--- src/rtl/sipo_rx_pkg.sv ---
// rtl/sipo_rx_pkg.sv - shared types and helpers for the sipo_rx serial receiver
// Contents: shift-side state encoding, frame length, even-parity reduction.
// Optional feature macro: SIPO_RX_PARITY_EN (adds one parity bit per frame).
package sipo_rx_pkg;

    typedef enum logic {
        ST_IDLE  = 1'b0,
        ST_SHIFT = 1'b1
    } sipo_state_t;

    // Qualified bits per frame: data bits, plus the trailing parity bit when enabled.
    function automatic int frame_len(input int width);
`ifdef SIPO_RX_PARITY_EN
        return width + 1;
`else
        return width;
`endif
    endfunction

    // 1 when the frame (data + parity) holds an odd number of ones.
    function automatic logic parity_odd(input logic [63:0] bits);
        return ^bits;
    endfunction

endpackage

--- src/rtl/sipo_word_buf.sv ---
// rtl/sipo_word_buf.sv - single-entry holding register with valid/ready and overflow
// Ports: clk, rst (sync, active-low), load/load_data (completed word),
//        load_perr/parity_err (only with SIPO_RX_PARITY_EN), dout_ready,
//        ovf_clr, dout, dout_valid, overflow.
module sipo_word_buf #(
    parameter int WIDTH = 4
) (
    input  logic             clk,
    input  logic             rst,
    input  logic             load,
    input  logic [WIDTH-1:0] load_data,
`ifdef SIPO_RX_PARITY_EN
    input  logic             load_perr,
    output logic             parity_err,
`endif
    input  logic             dout_ready,
    input  logic             ovf_clr,
    output logic [WIDTH-1:0] dout,
    output logic             dout_valid,
    output logic             overflow
);

    // A new word may land when the entry is empty or is being drained this edge.
    logic can_load;
    logic drop;

    assign can_load = !dout_valid || dout_ready;
    assign drop     = load && !can_load;

    always_ff @(posedge clk) begin
        if (!rst) begin
            dout       <= '0;
            dout_valid <= 1'b0;
`ifdef SIPO_RX_PARITY_EN
            parity_err <= 1'b0;
`endif
        end else if (load && can_load) begin
            dout       <= load_data;
            dout_valid <= 1'b1;
`ifdef SIPO_RX_PARITY_EN
            parity_err <= load_perr;
`endif
        end else if (dout_valid && dout_ready) begin
            dout_valid <= 1'b0;
        end
    end

    // Set wins over clear so a drop on the clearing edge is never lost.
    always_ff @(posedge clk) begin
        if (!rst) begin
            overflow <= 1'b0;
        end else if (drop) begin
            overflow <= 1'b1;
        end else if (ovf_clr) begin
            overflow <= 1'b0;
        end
    end

endmodule

--- src/rtl/sipo_rx.sv ---
// rtl/sipo_rx.sv - serial-in parallel-out receiver, MSB first, valid/ready word output
// Ports: clk, rst (sync, active-low), sin_valid/sin (serial input), clr (resync),
//        dout/dout_valid/dout_ready (word handshake), busy, overflow, ovf_clr,
//        parity_err (only with SIPO_RX_PARITY_EN).
module sipo_rx
    import sipo_rx_pkg::*;
#(
    parameter int WIDTH = 4
) (
    input  logic             clk,
    input  logic             rst,
    input  logic             sin_valid,
    input  logic             sin,
    input  logic             clr,
    output logic [WIDTH-1:0] dout,
    output logic             dout_valid,
    input  logic             dout_ready,
    output logic             busy,
    output logic             overflow,
`ifdef SIPO_RX_PARITY_EN
    output logic             parity_err,
`endif
    input  logic             ovf_clr
);

    localparam int FRAME = frame_len(WIDTH);
    localparam int CNT_W = $clog2(FRAME + 1);
    // The last bit of a frame is taken straight from sin, so only FRAME-1 bits are stored.
    localparam int SH_W  = FRAME - 1;
    localparam logic [CNT_W-1:0] LAST = CNT_W'(FRAME - 1);

    sipo_state_t      state;
    logic [SH_W-1:0]  shreg, shreg_n;
    logic [CNT_W-1:0] bit_cnt, bit_cnt_n;
    logic [SH_W:0]    frame_bits;
    logic             complete;
    logic [WIDTH-1:0] word;

    assign frame_bits = {shreg, sin};

    always_ff @(posedge clk) begin
        if (!rst) begin
            shreg   <= '0;
            bit_cnt <= '0;
        end else begin
            shreg   <= shreg_n;
            bit_cnt <= bit_cnt_n;
        end
    end

    always_comb begin
        state     = (bit_cnt == '0) ? ST_IDLE : ST_SHIFT;
        shreg_n   = shreg;
        bit_cnt_n = bit_cnt;
        complete  = 1'b0;
        if (clr) begin
            shreg_n   = '0;
            bit_cnt_n = '0;
        end else if (sin_valid) begin
            shreg_n = frame_bits[SH_W-1:0];
            unique case (state)
                ST_IDLE: bit_cnt_n = CNT_W'(1);
                ST_SHIFT: begin
                    if (bit_cnt == LAST) begin
                        complete  = 1'b1;
                        bit_cnt_n = '0;
                    end else begin
                        bit_cnt_n = bit_cnt + CNT_W'(1);
                    end
                end
                default: bit_cnt_n = '0;
            endcase
        end
    end

    assign busy = (state == ST_SHIFT);

`ifdef SIPO_RX_PARITY_EN
    logic word_perr;

    // Data bits are all in shreg; sin carries the parity bit on the completion edge.
    assign word      = shreg;
    assign word_perr = parity_odd(64'(frame_bits));
`else
    assign word = frame_bits;
`endif

    sipo_word_buf #(
        .WIDTH(WIDTH)
    ) u_word_buf (
        .clk        (clk),
        .rst        (rst),
        .load       (complete),
        .load_data  (word),
`ifdef SIPO_RX_PARITY_EN
        .load_perr  (word_perr),
        .parity_err (parity_err),
`endif
        .dout_ready (dout_ready),
        .ovf_clr    (ovf_clr),
        .dout       (dout),
        .dout_valid (dout_valid),
        .overflow   (overflow)
    );

endmodule

--- config.mk ---
export PLATFORM = sky130hd
export DESIGN_NAME = sipo_rx
export DESIGN_NICKNAME = d
export VERILOG_FILES = /design/src/rtl/sipo_rx_pkg.sv /design/src/rtl/sipo_word_buf.sv /design/src/rtl/sipo_rx.sv
export SDC_FILE = /design/constraint.sdc
export NUM_CORES = 1
export LEC_CHECK = 0
export CAP_MARGIN = 15
export CELL_PAD_IN_SITES_DETAIL_PLACEMENT = 0
export CELL_PAD_IN_SITES_GLOBAL_PLACEMENT = 1
export CORE_AREA = 2 2 43 45
export DETAILED_ROUTE_END_ITERATION = 8
export DIE_AREA = 0 0 45 47
export GPL_ROUTABILITY_DRIVEN = 0
export GPL_TIMING_DRIVEN = 0
export HOLD_SLACK_MARGIN = 0.06
export MAX_ROUTING_LAYER = met4
export PLACE_DENSITY = 0.69
export RECOVER_POWER = 25
export SLEW_MARGIN = 10
export SYNTH_ARGS = -nofsm -noshare
export SYNTH_HDL_FRONTEND = slang
export SYNTH_SLANG_ARGS = --single-unit
--- constraint.sdc ---
create_clock -name clk -period 1.85 [get_ports clk]
set_clock_uncertainty 0.15 [all_clocks]
set_input_delay 0.555 -clock clk [delete_from_list [all_inputs] [get_ports clk]]
set_output_delay 0.555 -clock clk [all_outputs]
set_load 0.02 [all_outputs]
# --- Word level (Yosys, flattened, before mapping) ---
# Index checks and enable logic that the tools add are counted.
classes:
  add_sub_neg: 1
  eq_ne: 1
  mux: 11
  bitwise: 1
  reduce_logical: 10
ops:
  columns: ["op", "count"]
  rows:
  - ["1-bit two-way mux", 9]
  - ["3-bit case mux with 2 select lines", 1]
  - ["2-bit nonzero test", 2]
  - ["3-bit by 1-bit adder with 3-bit output (second input constant)", 1]
  - ["3-bit by 2-bit equality test with 1-bit output (second input constant)", 1]
  - ["1-bit logical AND", 3]
  - ["3-bit zero test", 1]
  - ["3-bit two-way mux", 1]
  - ["1-bit zero test", 2]
  - ["2-bit OR reduction", 1]
  - ["1-bit logical OR", 1]
  - ["1-bit NOT", 1]
totals:
  ff_bits: 12
  output_inout_bits: 7
  elab_cells: 29

# --- Depth between registers and ports, before layout ---
depth:
  word_depth: 7
  ltp_mapped: 5
  mapped_depth_nobuf: 5

# --- Modules after synthesis ---
# From an unflattened synthesis, not the netlist that was laid out.
unflattened:
  cells_unflattened: 54
  area_unflattened_um2: 526.8
by_module_without_submodules:
  columns: ["mod", "n_inst", "cells_per_inst", "area_each_um2", "seq_area_each_um2"]
  rows:
  - ["sipo_rx", 1, 28, 272.8, 120.1]
  - ["sipo_word_buf", 1, 26, 254.0, 120.1]

# --- Worst setup path after synthesis ---
# Ideal clock, no wire load.
synth_timing:
  path_type: "reg-to-reg"
  start: "register bit_cnt[0]"
  end: "register u_word_buf.dout[0]"
  setup_ns: 0.072
  arrival_time_ns: 1.417
  t_required_ns: 1.628
  setup_slack_ns: 0.211
  path_stages_with_launch: 6
  path_buffers: 0
  synth_period_minus_slack_ns: 1.639
  path_cell_list: "dfxtp_1 -> inv_1 -> ha_1 -> or3_4 -> nor3_4 -> mux2i_1"
synth_via:
  elab_chain_cells: 6
  word_cells_on_any_way: 7
  cone_classes: "1 x eq/ne; 4 x mux; 2 x reduce/logical"
synth_lines:
  columns: ["element", "line", "text"]
  rows:
  - ["start: declaration", "sipo_rx.sv:34", "logic [CNT_W-1:0] bit_cnt, bit_cnt_n;"]
  - ["start signal: assignment", "sipo_rx.sv:47", "bit_cnt <= bit_cnt_n;"]
  - ["3-bit by 2-bit equality test with 1-bit output", "sipo_rx.sv:64", "if (bit_cnt == LAST) begin"]
  - ["1-bit two-way mux", "sipo_rx.sv:64", null]
  - ["1-bit two-way mux *", "sipo_rx.sv:61", "unique case (state)"]
  - ["1-bit two-way mux *", "sipo_rx.sv:59", "end else if (sin_valid) begin"]
  - ["1-bit two-way mux *", "sipo_rx.sv:56", "if (clr) begin"]
  - ["1-bit logical AND *", "sipo_word_buf.sv:37", "end else if (load && can_load) begin"]
  - ["end signal: assignment", "sipo_word_buf.sv:38", "dout <= load_data;"]
  - ["end: declaration", "sipo_word_buf.sv:18", "output logic [WIDTH-1:0] dout,"]
# Every way passes the cells marked *; elsewhere a longest branch is shown, timed or not.
# A chain may end at the register's enable or synchronous reset.

# --- Worst setup path in the final report ---
layout_timing:
  start: "input port clr"
  end: "register u_word_buf.dout[2]"
layout_via:
  elab_chain_cells: 2
layout_lines:
  columns: ["element", "line", "text"]
  rows:
  - ["start: declaration", "sipo_rx.sv:14", "input logic clr,"]
  - ["1-bit two-way mux", "sipo_rx.sv:56", null]
  - ["1-bit logical AND", "sipo_word_buf.sv:37", null]
# No other way between the ends.

==> results.yml <==
run_status:
  status: "complete, no violations"
finish:
  synthToLayoutAreaGrowth_pct: 36.34
  multi_input_area_sq_um: 280.3
  seqCellArea_sq_um: 242.7
  layout_common_cells: "nand2_1 (11), dfxtp_1 (10), mux2i_1 (8), nor2_1 (6), dlygate4sd2_1 (6)"
  finalCoreUtilization_pct: 43.48
  antenna_cells: 0
  fillCellCount: 178
  drive_gt1_share_pct: 17.81
  num-nets-final: 83
  final_common_cell: "nand2_1"
timing:
  timing.fmax_mhz: 562.2
  min_period_ns: 1.779
  hold_viol: 0
  fin_setup_tns_ns: 0
  max_slew_margin_pct: 73.60
  slew_violations: 0
  rsz0062_at_grt: "false"
  setup_viol: 0
  worst_pin_slew_ns: 0.3961
  finalCritPeriodShare_pct: 96.15
logic_synthesis:
  synth_top_area_share_pct: 45.61
  netlist_area_sq_um: 526.8
  synthTopCellsByArea: "dfxtp_1 (46%), mux2i_1 (15%), nand2_1 (7.8%), ha_1 (4.8%), nor2_1 (4.3%)"
  synth_top_cell_by_area: "dfxtp_1"
  ys_warn_count: 0
  netlist_instances: 56
  avgSynthCellArea_sq_um: 9.406
  ys_seq_area_share_pct: 45.61
  ys_types: 19
  synth_nets: 65
  synth_seq_cells: 12
power_and_ir_drop:
  p_leak_nw: 0.2973
  peakVddDrop_mv: 0.4069
  powerDensity_mw_per_mm2: 723.3
  seqPwrFrac_pct: 50.6
  p_sw_uw: 114.9
  combPwrFrac_pct: 8.4
  clkPwrFrac_pct: 41.0
  power_switching_share_pct: 22.11
  intPower_uw: 404.6
critical_path:
  max_stage_delay_ns: 0.41
  slowest_stage: "clkdlybuf4s50_1"
  worstPathArrival_ns: 1.84
  path_cells: "clkdlybuf4s50_1, or3_4, nor3_4, mux2i_1"
  path_class: "input pin to flip-flop"
  critPathCaptureType: "flip-flop"
  start_kind: "input pin"
  worstPathRequired_ns: 1.91
  critical_path.max_fanout: 4
  regToRegSetupSlack_ns: 0.13
global_routing:
  antenna_found_initial: 0
  grt_start_max_net_pins: 11
  grt_pass1_wl_um: 1766
  groute.usage.overall_pct: 12.25
  grt_overflow: 0
  grt_pass1_vias: 426
cts:
  clock_latency_ns: 0.28
  clkSinkCount: 12
  root_buffer: "clkbuf_4"
  numCtsBuffers: 3
  clkTransAtPathRegs_ns: 0.08
  h-tree-depth: 1
  cts_tree: "yes"
  hold_buffers: 0
  cts_max_path_buffers: 2
route:
  wl_met3_um: 47
  routed.top_layer: "met4"
  drtIter0Drc: 6
  firstDrtPassIters: 4
  dr_wl_met2_um: 485
  m1WireLength_um: 420
  dr_total_vias: 421
  drtAntennaViolNets: 0
  drc: 0
  viasPerCell: 4.678
  postRouteWirelength_um: 968
  wl_per_cell_um: 10.76
flow_run:
  drv_cap: 0
floorplanning:
  dieHeight_um: 47
  design.die.area_sq_mm: 0.002115
  die_w_um: 45
  io_pins: 14
  coreArea_sq_mm: 0.001652
  num_rows: 15
  start_util_pct: 31.89
placed_design:
  portBuffers: 12
  dpl.hpwl_um: 741.9
hold_path:
  hold_class: "flip-flop to flip-flop"
## final timing paths
kind	cells past startpoint	from	end
max	4	clr	u_word_buf.dout[2]
min	2	u_word_buf.dout[0]	u_word_buf.dout[0]
max reg2reg	5	bit_cnt[0]	u_word_buf.dout[2]
min reg2reg	2	u_word_buf.dout[0]	u_word_buf.dout[0]
## worst max-delay path, delay by kind of cell
kind / cells / cell delay, ns
simple gates: 2 / 0.65
buf+inv: 1 / 0.41
mux: 1 / 0.22
## area by class of cell
class,instances,area share (%)
sequential,12,33.80
tap,17,2.962
inverter,2,1.045
timing repair buffer,13,16.90
clock buffer,4,5.052
multi-input combinational,40,39.02
buffer,2,1.220
## cells in the mapped netlist (all sizes together)
cell type  instances
nand2b             3
nor3               1
inv                2
clkbuf             1
nor2b              1
or2                1
or3                1
buf                1
ha                 2
o21ai              1
nand2             11
mux2i              8
a21boi             1
o211ai             1
dfxtp             12
nor2               6
nand3b             1
nor3b              1
and2b              1
## what timing repair did
action / CTS / global route
resized for setup: 12 / 4
buffers inserted: 0 / 1
setup endpoints to repair: 7 / 1
pin swaps: 0 / 0
## logic make-up (layout without fill, tap and decap cells)
| family | Yosys count | in the layout | synth area share [%] |
|---|---|---|---|
| simple gates | 27 | 27 | 27.56 |
| flops | 12 | 12 | 45.61 |
| mux | 8 | 8 | 15.20 |
| buf+inv | 4 | 21 | 3.087 |
| compound gates | 3 | 3 | 3.801 |
| fa+ha+maj | 2 | 2 | 4.750 |
## power by group through the flow
stage	clock [mW]	combinational, mW	sequential, mW
3_3_place_gp	0	0.0388	0.268
6_report	0.213	0.0436	0.263
2_1_floorplan	0	0.0209	0.268
3_5_place_dp	0	0.0398	0.269
5_1_grt	0.234	0.0479	0.263
4_1_cts	0.218	0.0396	0.263
## routing by layer
| layer | global-route usage [%] | up-vias |
|---|---|---|
| li1 | - | 218 |
| met1 | 14.02 | 191 |
| met2 | 19.14 | 10 |
| met3 | 2.308 | 2 |
| met4 | 8.824 | 0 |
| met5 | - | - |
## per-stage QoR
step / power [mW] / hold WS, ns / setup slack [ns] / cell area (sq um) / instances
floorplan: 0.2890 / 0.2767 / 0.2114 / 526.8 / 56
global placement: 0.3073 / 0.2943 / -0.2209 / 668.1 / 85
detailed placement: 0.3083 / 0.2963 / -0.2227 / 668.1 / 85
CTS: 0.5206 / 0.3122 / 0.004173 / 695.7 / 89
global route: 0.5447 / 0.3425 / 0.002204 / 718.2 / 90
finish: 0.5195 / 0.3056 / 0.07132 / 718.2 / 90
## registers in the layout, summed over array words and instances (netlist names)
name and cells:
u_word_buf.overflow 1, bit_cnt 3, u_word_buf.dout_valid 1, u_word_buf.dout 4, shreg 3
(Power assumes the default switching activity.)
